<file path="src/rtl/music_sequencer.sv">
// Beat sequencer: tempo prescaler plus beat counter with per-song run-time lengths,
// loop/one-shot modes, pause/resume and stop. Beat index feeds the tone lookup modules.
module music_sequencer #(
  parameter int BEAT_W   = 12,
  parameter int N_SONGS  = 4,
  parameter int SEL_W    = 2,
  parameter int TICK_DIV = 5000000,
  parameter int DIV_W    = 23
) (
  input  logic                      clk,
  input  logic                      rst,
  input  logic                      start,
  input  logic                      stop,
  input  logic                      pause_tog,
  input  logic                      loop_en,
  input  logic [SEL_W-1:0]          song_sel,
  input  logic [N_SONGS*BEAT_W-1:0] len_table,
  output logic [BEAT_W-1:0]         beat,
  output logic [SEL_W-1:0]          song_id,
  output logic                      beat_stb,
  output logic                      song_done,
  output logic                      playing,
  output logic                      paused
);

  typedef enum logic [1:0] {
    S_IDLE  = 2'd0,
    S_PLAY  = 2'd1,
    S_PAUSE = 2'd2
  } state_t;

  localparam logic [DIV_W-1:0] DIV_LAST = DIV_W'(TICK_DIV - 1);

  state_t              state_q, state_d;
  logic [BEAT_W-1:0]   beat_q, beat_d;
  logic [BEAT_W-1:0]   len_q, len_d;
  logic [SEL_W-1:0]    song_q, song_d;
  logic [DIV_W-1:0]    div_q, div_d;
  logic                stb_q, stb_d;
  logic                done_q, done_d;

  logic [BEAT_W-1:0]   sel_len;
  logic [BEAT_W:0]     beat_inc;
  logic                start_ok;
  logic                tick;
  logic                more_beats;

  // Length of the requested song; selects beyond N_SONGS read as empty.
  always_comb begin
    sel_len = '0;
    for (int k = 0; k < N_SONGS; k++) begin
      if (song_sel == SEL_W'(k)) begin
        sel_len = len_table[k*BEAT_W +: BEAT_W];
      end
    end
  end

  // One extra bit so a song of length 2^BEAT_W-1 still terminates correctly.
  assign beat_inc   = {1'b0, beat_q} + (BEAT_W+1)'(1);
  assign more_beats = beat_inc < {1'b0, len_q};
  assign start_ok   = start && (sel_len != '0);
  assign tick       = (state_q == S_PLAY) && (div_q == DIV_LAST);

  // NOTE: sequential state uses non-blocking assignments so every register
  // samples the pre-edge values of the others.
  always_ff @(posedge clk or negedge rst) begin
    if (!rst) begin
      state_q <= S_IDLE;
      beat_q  <= '0;
      len_q   <= '0;
      song_q  <= '0;
      div_q   <= '0;
      stb_q   <= 1'b0;
      done_q  <= 1'b0;
    end else begin
      state_q <= state_d;
      beat_q  <= beat_d;
      len_q   <= len_d;
      song_q  <= song_d;
      div_q   <= div_d;
      stb_q   <= stb_d;
      done_q  <= done_d;
    end
  end

  // NOTE: every signal gets a hold/default value first so no path through
  // the request decode can infer a latch.
  always_comb begin
    state_d = state_q;
    beat_d  = beat_q;
    len_d   = len_q;
    song_d  = song_q;
    div_d   = div_q;
    stb_d   = 1'b0;
    done_d  = 1'b0;

    if (stop) begin
      state_d = S_IDLE;
      beat_d  = '0;
      div_d   = '0;
    end else if (start_ok) begin
      state_d = S_PLAY;
      song_d  = song_sel;
      len_d   = sel_len;
      beat_d  = '0;
      div_d   = '0;
    end else if (pause_tog) begin
      // div_q and beat_q simply hold, which preserves the beat phase.
      case (state_q)
        S_PLAY:  state_d = S_PAUSE;
        S_PAUSE: state_d = S_PLAY;
        default: state_d = state_q;
      endcase
    end else if (state_q == S_PLAY) begin
      if (tick) begin
        div_d = '0;
        if (more_beats) begin
          beat_d = beat_inc[BEAT_W-1:0];
          stb_d  = 1'b1;
        end else if (loop_en) begin
          beat_d = '0;
          stb_d  = 1'b1;
          done_d = 1'b1;
        end else begin
          state_d = S_IDLE;
          beat_d  = '0;
          done_d  = 1'b1;
        end
      end else begin
        div_d = div_q + 1'b1;
      end
    end
  end

  always_comb begin
    beat      = beat_q;
    song_id   = song_q;
    beat_stb  = stb_q;
    song_done = done_q;
    playing   = (state_q == S_PLAY);
    paused    = (state_q == S_PAUSE);
  end

endmodule
</file>
<file path="config.mk">
export PLATFORM = sky130hd
export DESIGN_NAME = music_sequencer
export DESIGN_NICKNAME = d
export VERILOG_FILES = /design/src/rtl/music_sequencer.sv
export SDC_FILE = /design/constraint.sdc
export NUM_CORES = 1
export LEC_CHECK = 0
export CAP_MARGIN = 10
export CORE_MARGIN = 2
export CORE_UTILIZATION = 40
export DETAILED_ROUTE_END_ITERATION = 6
export MAX_ROUTING_LAYER = met4
export PLACE_DENSITY = 0.68
export REMOVE_ABC_BUFFERS = 1
export SYNTH_ARGS = -nofsm -noshare
export SYNTH_HDL_FRONTEND = slang
export SYNTH_SLANG_ARGS = --single-unit
</file>
<file path="constraint.sdc">
create_clock -name clk -period 3.7 [get_ports clk]
set_input_delay 0.74 -clock clk [delete_from_list [all_inputs] [get_ports clk]]
set_output_delay 0.74 -clock clk [all_outputs]
set_load 0.05 [all_outputs]
</file>
==> metrics.csv, run 1 <==
metric;value;unit
grt met2 use;0.278;
IO buf count;73;
RSZ-0062 raised after global routing;false;
Final Skew;0.0128;ns
post-synthesis register bit count;53;
Critical Path RT;3.89;ns
final count of negative-setup-slack endpoints;0;
fillers;761;
Critical Path AT;3.33;ns
syn avg cell area;9.98;sq um
P_leak;1.71;nW
DRT Pass-1 Iters;4;
Worst VDD drop;0.198;mV
Nets;489;
clk buf depth;2;
Max Slew Vio Count;0;
Min Clock Period, post-route;3.13;ns
top_reg_cell synth;dfrtp_1;
hold crit path type;in -> async;
Initial Utilization;0.418;
crit path max fanout;23;
DP HPWL;6060;microns
Die W;97.2;microns
Synth cell types;47;
Synth Cell Area;3470;sq um
largest net degree at the start of global routing;29;
Antenna Nets Post-Route;0;
DIE AREA;9440;sq um
EDFF count, synth;0;
vias in the first global route;2836;
Seq/Total Area, Yosys;0.382;
Tot GR Track Use;0.175;
GRT overflow;0;
power per cell area;284;nW/um^2
met3 usage;0.0158;
critical path class;in -> reg;
clock root buffer;clkbuf_8;
clk_lat worst skew;0.31;ns
TritonCTS clock tree;yes;
chip height;97.2;microns
fmax;319;MHz
Final GP Congestion;0.890;
Post-synth ARST share;1.00;
H-tree levels;2;
total power;1.25;mW
antenna violations before repair;0;
clock net sink count;53;
Ys Warns;0;
total number of vias;2814;
Max Cap Violations;0;
Final Cycle Share;0.847;
gr busiest metal;met2;
grt met1 use;0.247;
Cell Rows;33;
Ant. Diodes;0;
status;finished, final reports clean;
first-pass GRT wire length;13500;microns
# Post-CTS Setup Buffers;0;
Final WS setup;0.565;ns
drt wl/cell;14.7;microns
Place WS;0.199;ns
CTS Hold Bufs;0;
Worst Setup Start Kind;input port;
Num CTS Buffers;5;
Slew @ Worst Pin;0.736;ns
FF-to-FF path depth;14;
layout cells sized above 1;0.105;
final wirelength;7700;microns
clk slew on worst S/H paths;0.10;ns
DRC;0;
core footprint;8300;sq um
number of DRC markers in iteration 0;76;
WHS;0.451;ns
Via density;5.36;
post-CTS sizing;0;
endpoint class of the critical path;register;
synth-to-layout area growth;26.8;%
final hold vios;0;
Max-slew headroom;0.505;
synthesized instance count;348;
Ports;74;
-- state kept, by name, indices dropped and copies added (netlist names) --
| signal | cells |
|---|---|
| div_q | 23 |
| beat | 12 |
| len_q | 12 |
| song_id | 2 |
| state_q | 2 |
| beat_stb | 1 |
| song_done | 1 |
-- cell usage after synthesis (3+ instances only) --
cell type	number	area (sq um)
clkbuf_1	9	33.8
a31oi_1	6	37.5
dfrtp_1	53	1330
and3_1	5	31.3
nor4b_1	6	52.6
ha_1	14	175
nand3_1	24	120
nor3_1	12	60.1
inv_1	23	86.3
nand3b_1	4	30.0
nand2_1	27	101
buf_6	5	56.3
xnor2_1	29	254
and4_1	3	26.3
nor4_1	14	87.6
mux2_1	12	135
a21oi_1	5	25.0
o21ai_0	4	20.0
o22ai_1	6	37.5
nor2_1	30	113
nand4_1	4	25.0
o31ai_1	3	22.5
nor2_2	4	25.0
nor4_2	3	37.5
mux4_2	10	225
-- cell usage in the layout (no fill, tap or decap), types with 3 or more instances in the layout --
cell and n:
nand4_1 4, and4_1 3, xnor2_1 29, o22ai_1 6, buf_4 9, nor2_2 4
a21oi_1 5, nand2_1 27, ha_1 14, o21ai_0 4, and3_1 5, nor2_1 30
mux2_1 12, nand3b_1 4, nor4b_1 6, o31ai_1 3, nand3_1 24, clkdlybuf4s50_1 72
clkbuf_8 5, nor4_2 3, nor4_1 14, mux4_2 10, dfrtp_1 53, a31oi_1 6
inv_1 23, nor3_1 12
-- final timing paths --
check	from	end	slack (ns)
setup / recovery	song_sel[0]	div_q[4]$_DFFE_PN0P_	0.57
hold / removal	rst	beat[10]$_DFFE_PN0P_	0.45
setup reg to reg	beat[2]$_DFFE_PN0P_	beat[9]$_DFFE_PN0P_	0.61
hold reg to reg	len_q[5]$_DFFE_PN0P_	len_q[5]$_DFFE_PN0P_	0.49
max in group asynchronous	rst	len_q[5]$_DFFE_PN0P_	2.47
min in group clk	len_q[5]$_DFFE_PN0P_	len_q[5]$_DFFE_PN0P_	0.49
-- logic make-up after synthesis --
group                      after synthesis  synth area share
AOI/OAI and AO/OA                       32            0.0598
xor gates and xnor gates                31            0.0782
adders and majority gates               14            0.0505
buffers and inverters                   41            0.0580
DFF                                     53             0.382
muxes                                   28             0.131
and+or+nand+nor                        149             0.240
-- through the flow --
step | instance area [sq um] | TNS (ns) | instances | util
final | 4400 | 0 | 525 | 0.530
after global routing | 4400 | 0 | 525 | 0.530
after CTS | 4400 | 0 | 525 | 0.530
after detailed placement | 4290 | 0 | 517 | 0.517
after global placement | 4290 | 0 | 517 | 0.517
after floorplan | 3360 | -1.70 | 330 | -
-- routing by layer --
layer | vias up | part of all wire | wire length (microns)
met5 | - | 0 | 0
met2 | 67 | 0.47 | 3650
met1 | 1345 | 0.48 | 3670
met3 | 2 | 0.044 | 341
li1 | 1400 | - | -
met4 | 0 | 0.0052 | 40
-- report_power, final --
group	total, mW	leakage (nW)	switching, mW	internal (mW)
clock	0.400	0.0543	0.198	0.203
sequential	0.626	0.708	0.0164	0.609
combinational	0.225	0.951	0.103	0.122
-- worst max-delay path, cell delays in order --
cell and delay [ns]:
clkdlybuf4s50_1 0.45, buf_4 0.24, mux4_1 0.63, nor4_2 0.41, and4_1 0.25, buf_4 0.26
nor3_1 0.11, xnor2_1 0.20, nor2_2 0.04
-- final cells by class --
cell class,instances,area (sq um),area share
Multi-Input combinational cell,254,1950,0.443
Clock inverter,3,46.3,0.0105
Clock buffer,5,68.8,0.0156
Timing Repair Buffer,82,793,0.180
Inverter,23,86.3,0.0196
Sequential cell,53,1330,0.301
Tap cell,105,131,0.0298
Note: power is estimated with default switching activity, not from simulation.
==> run 2: changes to the inputs <==
- PLACE_DENSITY: 0.68 -> 0.71
- clock period: 3.7 -> 2.6 ns (I/O delays scaled with it)
==> run 2 against run 1 <==
- non-clock buffer count increased by 54
- the flow now finishes with violations (negative setup slack)
- sequential share of layout area shrank 4.3 points
- count of clock-buffer cells in the layout rose by 3
==> metrics.csv, run 2 (synthesized netlist as in run 1, its figures left out) <==
metric;value;unit;change
violated checks;negative setup slack;;
Largest register FFs;23;;unchanged
antenna violations before repair;0;;unchanged
DIE AREA;9440;sq um;unchanged
fmax;359;MHz;
critical path class;reg -> reg;;
Via density;5.43;;+1.4%
DRC;0;;unchanged
Final Cycle Share;1.07;;
Final Core Density;0.621;;+0.0902
Final GP Congestion;0.838;;-5.9%
drt wl/cell;16.9;microns;+15%
Ant. Diodes;0;;unchanged
clk_lat worst skew;0.31;ns;about the same
Initial Utilization;0.418;;unchanged
endpoint class of the critical path;register;;
core footprint;8300;sq um;unchanged
status;finished with violations;;
design area;5150;sq um;+17%
Final Skew;0.0150;ns;+0.00219 ns
Antenna Nets Post-Route;0;;unchanged
GRT overflow;0;;unchanged
Ports;74;;unchanged
synth-to-layout area growth;48.3;%;
final hold vios;0;;unchanged
Slew @ Worst Pin;0.644;ns;-0.0919 ns
first-pass GRT wire length;15200;microns;+13%
CTS Hold Bufs;0;;unchanged
DRT Pass-1 Iters;4;;unchanged
Tot GR Track Use;0.202;;+0.0268
Critical Path AT;3.02;ns;-0.31 ns
Cell Rows;33;;unchanged
clock root buffer;clkbuf_8;;
Min Clock Period, post-route;2.78;ns;
most frequent CP cell;nand4_1;;
commonest non-fill, non-tap cell in the layout;clkdlybuf4s50_1;;
Final WS setup;-0.183;ns;-0.748 ns
DP HPWL;6470;microns;+6.8%
Critical Path RT;2.84;ns;-1.05 ns
Worst VDD drop;0.215;mV;+8.7%
CP Cell Sequence;nand4_1, buf_4, nor2_4, xnor2_2, inv_1, ha_4, nand4_1, o21ai_1, a31o_2, a211oi_4, buf_6, nand3b_1, o22ai_1;;
power per cell area;337;nW/um^2;+19%
clk buf depth;2;;unchanged
layout cells sized above 1;0.274;;+0.169
most frequent cells in the layout;clkdlybuf4s50_1, dfrtp_1, buf_4;;
chip height;97.2;microns;unchanged
RSZ-0062 raised after global routing;true;;
Max Cap Violations;0;;unchanged
number of DRC markers in iteration 0;156;;+110%
total number of vias;3146;;+12%
final wirelength;9810;microns;+27%
Worst Setup Start Kind;register;;
Die W;97.2;microns;unchanged
P_leak;2.05;nW;+20%
Reg with most FFs;div_q;;
clk slew on worst S/H paths;0.10;ns;about the same
Num CTS Buffers;5;;unchanged
hold crit path type;in -> async;;
vias in the first global route;3199;;+13%
fillers;626;;-18%
TritonCTS clock tree;yes;;
Nets;543;;+11%
CP max stage cell;dfrtp_1;;
clock net sink count;53;;unchanged
largest net degree at the start of global routing;29;;unchanged
crit path max fanout;5;;-78%
final count of negative-setup-slack endpoints;15;;+15
Max stage delay on crit path;0.42;ns;-0.21 ns
Max-slew headroom;0.570;;+0.0650
IO buf count;73;;unchanged
H-tree levels;2;;unchanged
Post-DP Area;4580;sq um;+6.8%
Place WS;-0.477;ns;-0.676 ns
Max Slew Vio Count;0;;unchanged
==> run 2: changes by cell type in the layout (fill, tap and decap cells not counted), moves of 5 or more <==
| cell | change |
|---|---|
| buf_4 | +40 |
| buf_6 | +9 |
| ha_1 | -5 |
| ha_4 | +5 |
| nand3_1 | -7 |
| xnor2_1 | -5 |
==> run 2: metal layers <==
metal / up-vias / global-route usage / share of wire
li1: 1497 / - / -
met1: 1513 / 0.254 / 0.42
met2: 107 / 0.336 / 0.50
met3: 29 / 0.0367 / 0.051
met4: 0 / 0.0542 / 0.029
met5: - / - / 0
==> run 2: per-stage QoR <==
stage          setup TNS [ns]  power (mW)  hold slack [ns]  instances
6_report                -2.01        1.74            0.224        579
2_1_floorplan          -22.62        1.06            0.224        330
5_1_grt                 -4.02        1.81            0.278        579
3_5_place_dp           -21.97        1.25            0.475        551
3_3_place_gp           -20.17        1.24            0.470        551
4_1_cts                -0.124        1.72            0.257        571
==> run 2: worst paths after layout <==
| check | startpoint | to | slack, ns | cells past startpoint |
|---|---|---|---|---|
| max | beat[7]$_DFFE_PN0P_ | beat[1]$_DFFE_PN0P_ | -0.18 | 13 |
| min | rst | len_q[7]$_DFFE_PN0P_ | 0.22 | 1 |
| max reg2reg | beat[7]$_DFFE_PN0P_ | beat[1]$_DFFE_PN0P_ | -0.18 | 13 |
| min reg2reg | len_q[2]$_DFFE_PN0P_ | len_q[2]$_DFFE_PN0P_ | 0.49 | 1 |
| max in group asynchronous | rst | beat[0]$_DFFE_PN0P_ | 1.79 | 2 |
| min in group clk | len_q[2]$_DFFE_PN0P_ | len_q[2]$_DFFE_PN0P_ | 0.49 | 1 |
==> run 2: cell type report <==
cell class	instances	area [sq um]	area share
clock buffers	8	80.1	0.0155
inverters	23	86.3	0.0168
multi-input cells	254	2240	0.434
flip-flops and latches	53	1330	0.258
well taps	105	131	0.0255
repair buffers	136	1290	0.250
==> run 2: timing repair <==
item / in CTS / in global routing
pin swaps: 30 / 23
gates cloned: 2 / 0
buffers inserted: 10 / 9
gates resized for setup: 30 / 34
endpoints found under the setup margin: 50 / 19
==> run 2: worst max-delay path: cells and delay by family (launching register included) <==
family / cells / cell delay (ns)
compound gates: 4 / 0.77
xor+xnor: 1 / 0.14
fa+ha+maj: 1 / 0.24
buf+inv: 3 / 0.51
flops: 1 / 0.42
simple gates: 4 / 0.61
==> run 2: report_power, final <==
group | switching (mW) | leakage [nW] | total (mW) | internal [mW]
logic | 0.173 | 1.31 | 0.381 | 0.207
registers | 0.0253 | 0.703 | 0.892 | 0.867
clock network | 0.270 | 0.0395 | 0.463 | 0.192
==> run 3: changes to the inputs <==
- REMOVE_ABC_BUFFERS: 1 -> default
==> run 3 against run 2 <==
- the flow still finishes with violations (negative setup slack)
- sequential share of layout area rose by 0.52 points
- sequential cell count unchanged
- core utilization shrank 0.87 points
- hold slack got worse by 0.027 ns
- design area decreased by 1.4%
- register-to-register slack better by 0.05 ns
- clock skew decreased by 0.0065 ns
- combinational power grew 1%
- worst setup slack improved by 0.054 ns
- highest routed layer unchanged
- via count is 0.45% lower
==> metrics.csv, run 3 (synthesized netlist as in run 1, its figures left out) <==
metric;value;unit;change
Reg with most FFs;div_q;;
Via density;5.50;;+1.3%
RSZ-0062 raised after global routing;true;;
violated checks;negative setup slack;;
first-pass GRT wire length;14700;microns;-3.3%
final wirelength;9310;microns;-5.1%
Max Slew Vio Count;0;;unchanged
Nets;533;;-1.8%
Initial Utilization;0.418;;unchanged
hold crit path type;in -> async;;
DRC;0;;unchanged
Worst VDD drop;0.291;mV;+35%
Min Clock Period, post-route;2.73;ns;-0.0535 ns
P_leak;2.00;nW;-2.6%
final hold vios;0;;unchanged
Ports;74;;unchanged
commonest non-fill, non-tap cell in the layout;clkdlybuf4s50_1;;
DP HPWL;6630;microns;+2.4%
vias in the first global route;3131;;-2.1%
total number of vias;3132;;-0.45%
largest net degree at the start of global routing;31;;+6.9%
Syn Nets;418;;
Tot GR Track Use;0.193;;-0.00828
drt wl/cell;16.4;microns;-3.4%
GRT overflow;0;;unchanged
most frequent cells in the layout;clkdlybuf4s50_1, dfrtp_1, buf_4;;
crit path max fanout;5;;unchanged
clock root buffer;clkbuf_8;;
H-tree levels;2;;unchanged
Largest register FFs;23;;unchanged
Final GP Congestion;0.864;;+3.1%
Max Cap Violations;0;;unchanged
Final Skew;0.00855;ns;-0.00649 ns
Ant. Diodes;0;;unchanged
fmax;366;MHz;+2.0%
clk_lat worst skew;0.31;ns;about the same
Max-slew headroom;0.615;;+0.0442
total power;1.74;mW;about the same
TritonCTS clock tree;yes;;
status;finished with violations;;
critical path class;reg -> reg;;
Cell Rows;33;;unchanged
number of DRC markers in iteration 0;155;;-0.64%
clk slew on worst S/H paths;0.10;ns;about the same
clock net sink count;53;;unchanged
Place WS;-0.465;ns;+0.0122 ns
chip height;97.2;microns;unchanged
power per cell area;342;nW/um^2;+1.5%
Worst Setup Start Kind;register;;
Final WS setup;-0.130;ns;+0.0536 ns
DRT Pass-1 Iters;4;;unchanged
fillers;659;;+5.3%
Antenna Nets Post-Route;0;;unchanged
Critical Path AT;2.96;ns;-0.06 ns
Placed Cells;537;;-2.5%
synth-to-layout area growth;46.2;%;
final count of negative-setup-slack endpoints;13;;-2
Final Core Density;0.612;;-0.00874
antenna violations before repair;0;;unchanged
CTS Hold Bufs;0;;unchanged
IO buf count;73;;unchanged
Slew @ Worst Pin;0.578;ns;-0.0664 ns
layout cells sized above 1;0.280;;+0.00591
Final Cycle Share;1.05;;-0.0206
Finished Layout Cells;569;;-1.7%
Num CTS Buffers;5;;unchanged
DIE AREA;9440;sq um;unchanged
Critical Path RT;2.83;ns;about the same
core footprint;8300;sq um;unchanged
clk buf depth;2;;unchanged
Die W;97.2;microns;unchanged
endpoint class of the critical path;register;;
## run 3: cell types whose count changed in the layout (fill, tap and decap cells not counted), moves of 2 or more
cell	delta
buf_4	-10
dfrtp_1	-6
dfrtp_2	+6
buf_6	-3
a21oi_1	-2
a21oi_2	+2
buf_12	+2
clkbuf_1	-2
clkinv_2	+2
nor3_1	-2
nor3_2	+2
xnor2_1	+2
## run 3: critical path, stage by stage, from the launching register on
cell and delay (ns):
dfrtp_2 0.46, ha_4 0.16, nand2_2 0.09, nor3_4 0.17, xor2_1 0.29, ha_1 0.31
nand4_1 0.13, o21ai_1 0.07, a31o_2 0.24, a211oi_4 0.26, buf_6 0.17, nand3b_1 0.15
o22ai_1 0.16
## run 3: path summary, 6_finish.rpt
path	start	endpoint	slack, ns	depth (start not counted)
setup / recovery	beat[1]$_DFFE_PN0P_	beat[1]$_DFFE_PN0P_	-0.13	12
hold / removal	rst	beat[0]$_DFFE_PN0P_	0.20	1
setup reg to reg	beat[1]$_DFFE_PN0P_	beat[1]$_DFFE_PN0P_	-0.13	12
hold reg to reg	len_q[1]$_DFFE_PN0P_	len_q[1]$_DFFE_PN0P_	0.49	1
max in group asynchronous	rst	div_q[16]$_DFFE_PN0P_	1.84	2
min in group clk	len_q[1]$_DFFE_PN0P_	len_q[1]$_DFFE_PN0P_	0.49	1
## run 3: power breakdown
group | switching [mW] | internal [mW] | total (mW)
Combinational | 0.174 | 0.212 | 0.386
Clock | 0.271 | 0.188 | 0.459
Sequential | 0.0249 | 0.867 | 0.892
## run 3: what timing repair did
item                       4_1_cts  5_1_grt
gates cloned                     1        2
gates resized for setup         26       22
pin swaps                       24       20
setup endpoints to repair       51       24
buffers inserted                10       12
## run 3: per-stage QoR
stage	setup TNS (ns)	instance area, sq um	hold WS (ns)
final	-1.26	5080	0.197
after global routing	-3.06	5080	0.235
after CTS	-0.0849	4870	0.207
after floorplan	-1.65	3590	0.224
after global placement	-19.98	4570	0.469
after detailed placement	-22.10	4570	0.475
## run 3: layout make-up
cell class	count	area [sq um]	area share
Multi-Input combinational cell	254	2180	0.430
Tap cell	105	131	0.0259
Timing Repair Buffer	126	1260	0.247
Sequential cell	53	1340	0.263
Clock inverter	2	10.0	0.00197
Clock buffer	6	72.6	0.0143
Inverter	23	86.3	0.0170
## run 3: metal layers
layer  part of all wire  GRT usage
met1               0.44      0.249
met2               0.50      0.322
met3              0.043     0.0288
met4             0.0093     0.0477
met5                  0          -
